==> src/rtl/uart_rx_fifo.sv <==
// uart_rx_fifo: oversampling UART receiver with 3-sample voting,
// runtime parity/stop selection, break detection and an output FIFO.
module uart_rx_fifo #(
  parameter int w     = 8,
  parameter int ss    = 16,
  parameter int depth = 4
) (
  input  logic                     clk,
  input  logic                     rst,
  input  logic                     clken,
  input  logic                     rxd,
  input  logic                     strobe,
  input  logic [1:0]               parity_mode,
  input  logic                     stop2,
  output logic [w-1:0]             data,
  output logic                     frame_error,
  output logic                     parity_error,
  output logic                     break_det,
  output logic                     valid,
  input  logic                     ready,
  output logic [$clog2(depth):0]   level,
  output logic                     overflow,
  input  logic                     overflow_clr
);
  localparam int M  = (ss + 1) / 2 - 1;
  localparam int CW = $clog2(ss);
  localparam int BW = $clog2(w);
  localparam int AW = $clog2(depth);
  localparam int EW = w + 3;

  localparam logic [CW-1:0] C_LAST = CW'(ss - 1);
  localparam logic [CW-1:0] C_S0   = CW'(M - 1);
  localparam logic [CW-1:0] C_S1   = CW'(M);
  localparam logic [CW-1:0] C_S2   = CW'(M + 1);
  localparam logic [CW-1:0] C_PUSH = CW'(M + 2);
  localparam logic [BW-1:0] B_LAST = BW'(w - 1);
  localparam logic [AW:0]   NFULL  = (AW + 1)'(depth);

  typedef enum logic [2:0] {
    IDLE, START, DATA, PARITY, STOP, BRKWAIT
  } state_t;

  state_t state, state_n;

  logic          s1, rxs;
  logic          tick;
  logic [CW-1:0] cnt;
  logic [1:0]    smp;
  logic          vote, maj;
  logic [w-1:0]  sh;
  logic [BW-1:0] bidx;
  logic          sidx;
  logic [1:0]    pm;
  logic          two;
  logic          perr, ferr, allz;
  logic          par_en, bit_end, push_pt;
  logic          brk_w, ferr_w, push;
  logic [EW-1:0] wword;

  logic [EW-1:0] mem [depth];
  logic [AW:0]   wp, rp;
  logic          full, pop, wen;
  logic [EW-1:0] head;

  assign tick    = clken & strobe;
  assign maj     = (smp[0] & smp[1]) | (smp[0] & rxs) | (smp[1] & rxs);
  assign par_en  = pm[0] ^ pm[1];
  assign bit_end = tick & (cnt == C_LAST);
  assign push_pt = tick & (cnt == C_PUSH) & (sidx == two);
  assign brk_w   = allz & ~vote;
  assign ferr_w  = ferr | ~vote;
  assign wword   = {brk_w, perr, ferr_w, sh & {w{~brk_w}}};

  always_comb begin
    state_n = state;
    push    = 1'b0;
    unique case (state)
      IDLE:    if (tick && !rxs) state_n = START;
      START:   if (bit_end) state_n = vote ? IDLE : DATA;
      DATA:    if (bit_end && bidx == B_LAST)
                 state_n = par_en ? PARITY : STOP;
      PARITY:  if (bit_end) state_n = STOP;
      STOP:    if (push_pt) begin
                 push    = 1'b1;
                 state_n = brk_w ? BRKWAIT : IDLE;
               end
      BRKWAIT: if (tick && rxs) state_n = IDLE;
      default: state_n = IDLE;
    endcase
  end

  always_ff @(posedge clk) begin
    if (rst) begin
      state <= IDLE;
      s1    <= 1'b1;
      rxs   <= 1'b1;
      cnt   <= '0;
      smp   <= '0;
      vote  <= 1'b0;
      sh    <= '0;
      bidx  <= '0;
      sidx  <= 1'b0;
      pm    <= '0;
      two   <= 1'b0;
      perr  <= 1'b0;
      ferr  <= 1'b0;
      allz  <= 1'b0;
    end else if (clken) begin
      s1    <= rxd;
      rxs   <= s1;
      state <= state_n;
      if (tick) begin
        if (state == IDLE) begin
          cnt  <= '0;
          bidx <= '0;
          sidx <= 1'b0;
          perr <= 1'b0;
          ferr <= 1'b0;
          allz <= 1'b1;
          pm   <= parity_mode;
          two  <= stop2;
        end else begin
          cnt <= bit_end ? '0 : cnt + 1'b1;
        end
        if (cnt == C_S0) smp[0] <= rxs;
        if (cnt == C_S1) smp[1] <= rxs;
        if (cnt == C_S2) vote <= maj;
        if (bit_end) begin
          unique case (state)
            DATA: begin
              sh   <= {vote, sh[w-1:1]};
              bidx <= bidx + 1'b1;
              allz <= allz & ~vote;
            end
            PARITY: begin
              perr <= (^sh) ^ vote ^ pm[1];
              allz <= allz & ~vote;
            end
            STOP: begin
              ferr <= ferr | ~vote;
              allz <= allz & ~vote;
              sidx <= 1'b1;
            end
            default: ;
          endcase
        end
      end
    end
  end

  // full FIFO accepts a push only when the head leaves in the same cycle
  assign level = wp - rp;
  assign valid = (wp != rp);
  assign full  = (level == NFULL);
  assign pop   = clken & valid & ready;
  assign wen   = push & (~full | pop);
  assign head  = mem[rp[AW-1:0]];

  always_ff @(posedge clk) begin
    if (wen) mem[wp[AW-1:0]] <= wword;
  end

  always_ff @(posedge clk) begin
    if (rst) begin
      wp       <= '0;
      rp       <= '0;
      overflow <= 1'b0;
    end else if (clken) begin
      if (wen) wp <= wp + 1'b1;
      if (pop) rp <= rp + 1'b1;
      if (push && !wen) overflow <= 1'b1;
      else if (overflow_clr) overflow <= 1'b0;
    end
  end

  assign data         = valid ? head[w-1:0] : '0;
  assign frame_error  = valid & head[w];
  assign parity_error = valid & head[w+1];
  assign break_det    = valid & head[w+2];

endmodule

==> config.mk <==
export PLATFORM = sky130hd
export DESIGN_NAME = uart_rx_fifo
export DESIGN_NICKNAME = d
export VERILOG_FILES = /design/src/rtl/uart_rx_fifo.sv
export SDC_FILE = /design/constraint.sdc
export NUM_CORES = 1
export LEC_CHECK = 0
export ABC_AREA = 0
export BUFFER_PORTS_ARGS = -buffer_cell sky130_fd_sc_hd__buf_2
export CORE_ASPECT_RATIO = 0.9
export CORE_MARGIN = 2
export CORE_UTILIZATION = 62
export CTS_BUF_LIST = sky130_fd_sc_hd__clkbuf_8
export CTS_CLUSTER_SIZE = 28
export DETAILED_ROUTE_END_ITERATION = 8
export PLACE_DENSITY = 0.87
export SYNTH_ARGS = -nofsm -noshare
export SYNTH_HDL_FRONTEND = slang
export SYNTH_SLANG_ARGS = --single-unit
==> constraint.sdc <==
create_clock -name clk -period 3.3 [get_ports clk]
set_clock_uncertainty 0.2 [all_clocks]
set_input_delay 0.66 -clock clk [delete_from_list [all_inputs] [get_ports clk]]
set_output_delay 0.66 -clock clk [all_outputs]
set_load 0.02 [all_outputs]
==> qor.txt <==
Final hold vios - 0
Io pins - 26
Max-cap violations - 0
Clk Latency, worst-skew pair - 0.34 ns
First-pass GRT wire length - 10900 um
Avg Inst Size Synth - 12.2 um^2
Full die area - 0.00695 mm^2
Cells along the critical path - mux4_2 -> nor2b_1 -> buf_2
Gp weighted congestion - 0.894
Detail Route Antenna Nets - 0
Sequential cell area fraction in the yosys report - 53.8%
Hold buffers post-CTS - 0
Seq cells post-synth - 83
Non-filler cells, final - 432
Sink Count - 83
Final setup viols - 0
Layout cells sized above 1 - 20.0%
Port buffer count - 25
Number of unique standard cell types used by synthesis - 57
Post-DP HPWL - 4680 um
Hold Crit Class - reg2reg
P&R area growth vs syn - 9.38%
Nets - 364
Critical Path Source Type - register
Crit. End Element - output pin
Reg clk slew, reported paths - 0.08 ns
Status - completed
Final wirelength - 6710 um
# rows - 27
Mapped Nets - 343
Final min period - 2.90 ns
Post-CTS Setup Bufs - 0
Worst vdd ir - 0.000299 V
Vias in the first global route - 2209
Critical Path RT - 2.44 ns
Largest net degree at the start of global routing - 38
Max stage delay cell, worst path - dfxtp_1
Root Buffer - clkbuf_8
CTS tree - done
Die Width - 87.7 um
Placed insts - 416
Main synth FF type - edfxtp_1
RSZ-0062 raised after global routing - no
Post-route setup TNS - 0 ns
Grt total ovfl - 0
CP max FO - 11
Initial Utilization - 63.9%
Syn Inst Count - 319
Final Max Slew Viols - 0
Asr flop ratio synth - 0%
CP arrival - 2.04 ns
Relative slew slack - 46.5%
Setup Crit Path Kind - reg2out
Post-CTS Resized - 0
Post-DR vias/cell - 5.64
DRC Markers - 0
Vias post-DR - 2435
Part of the cycle the worst path needs - 87.8%
Actual slew at the worst max-slew pin - 0.797 ns
Cts bufs inserted - 9
Core ar. - 0.00611 mm^2
Longest Clk Path Bufs - 2
Post-Syn Area - 0.00391 mm^2
Pre-Repair DR Iteration Count - 4
Die height - 79.3 um
Initial DRC count - 136
YS warnings - 0
Leak Pwr - 0.00167 uW
Number of synthesized flops with an enable pin - 44
Peak per-stage delay on the critical path - 0.78 ns
DR WL/cell - 15.5 um
Max Clock Freq - 0.345 GHz
Diode count - 0
H-tree depth - 3
FF-to-FF setup slack - 0.59 ns
PwrDens - 438 mW/mm^2
Total GRT Usage - 20.9%
Initial antenna violation count - 0
## cell usage in the layout (no fill, tap or decap), drive strengths merged, types with 6 or more instances in the layout
master | Yosys | routed
clkbuf | 6 | 9
xnor2 | 8 | 8
nor2b | 13 | 13
nand2 | 18 | 18
mux2i | 15 | 15
inv | 13 | 17
a21oi | 15 | 15
nor2 | 26 | 26
dfxtp | 39 | 39
o21ai | 6 | 6
buf | 11 | 27
mux4 | 11 | 11
ha | 13 | 13
and2 | 13 | 13
edfxtp | 44 | 44
## routing by layer
metal	GRT usage, %	share of wire [%]	up-vias	wire length (um)
met5	0	0	-	0
met4	5.08	0.31	0	21
met3	6.55	5.3	2	354
met2	32.3	48	68	3220
met1	28.9	46	1170	3110
li1	-	-	1195	-
## synthesized netlist by cell type (3+ instances only)
master    instances  area (um^2)
a21oi_1          14         70.1
and2_1           13         81.3
buf_2             4         20.0
buf_4             5         37.5
clkbuf_1          6         22.5
dfxtp_1          39          781
edfxtp_1         44         1320
ha_1             13          163
inv_1            13         48.8
mux2i_1          15          150
mux4_2           11          248
nand2_1          18         67.6
nand2b_1          5         31.3
nand3_1           4         20.0
nand3b_1          5         37.5
nor2_1           26         97.6
nor2b_1          13         81.3
nor3_1            3         15.0
nor3b_1           3         22.5
o21ai_0           6         30.0
xnor2_1           8         70.1
xor2_1            5         43.8
## report_power, final
| group | switching, uW | internal [uW] | total (uW) |
|---|---|---|---|
| Clock | 372 | 363 | 735 |
| Combinational | 33.9 | 18.6 | 52.6 |
| Sequential | 6.17 | 1080 | 1090 |
| Total | 412 | 1460 | 1870 |
## critical path: cells and delay by family (launching register included)
kind	cells	cell delay (ns)
multiplexers	1	0.60
AND/OR/NAND/NOR	1	0.15
flip-flops	1	0.78
buffers and inverters	1	0.15
## state kept, by name, indices dropped and copies added, names as in the netlist, named ones only
signal / flops
bidx: 3
overflow: 1
rxs: 1
pm: 2
smp: 2
ferr: 1
sh: 8
rp: 3
perr: 1
two: 1
wp: 3
state: 3
allz: 1
s1: 1
vote: 1
cnt: 4
mem: 44
## path summary, 6_finish.rpt
path	startpoint	depth (start not counted)	endpoint
worst max-delay path	register	3	data[6]
worst min-delay path	overflow	2	overflow
worst max register to register	wp[0]	7	mem[3][0]
worst min register to register	overflow	2	overflow
## kinds of logic after synthesis
| logic type | Yosys count | share of synthesized area [%] |
|---|---|---|
| AO/OA/AOI/OAI | 41 | 7.40 |
| adder cells (fa/ha/maj) | 14 | 4.68 |
| multiplexers | 28 | 10.8 |
| flip-flops | 83 | 53.8 |
| XOR/XNOR | 15 | 4.07 |
| AND/OR/NAND/NOR | 108 | 15.8 |
| buffers and inverters | 30 | 3.49 |
## area by class of cell
type | instances | area (um^2)
Sequential cell | 83 | 2100
Fill cell | 403 | 1840
Multi-Input combinational cell | 206 | 1670
Timing Repair Buffer | 27 | 140
Clock buffer | 9 | 124
Tap cell | 87 | 109
Clock inverter | 7 | 81.3
Inverter | 13 | 48.8
## per-stage QoR
stage	power [uW]	util (%)	worst slack [ns]	area (um^2)	hold WS (ns)
6_report	1870	69.9	0.404	4270	0.268
5_1_grt	1940	69.9	0.219	4270	0.298
4_1_cts	1900	69.9	0.311	4270	0.265
3_5_place_dp	1160	66.5	0.573	4070	0.253
3_3_place_gp	1160	66.5	0.636	4070	0.242
2_1_floorplan	1150	-	0.814	3910	0.237
Power figures use the tool's default switching activity.
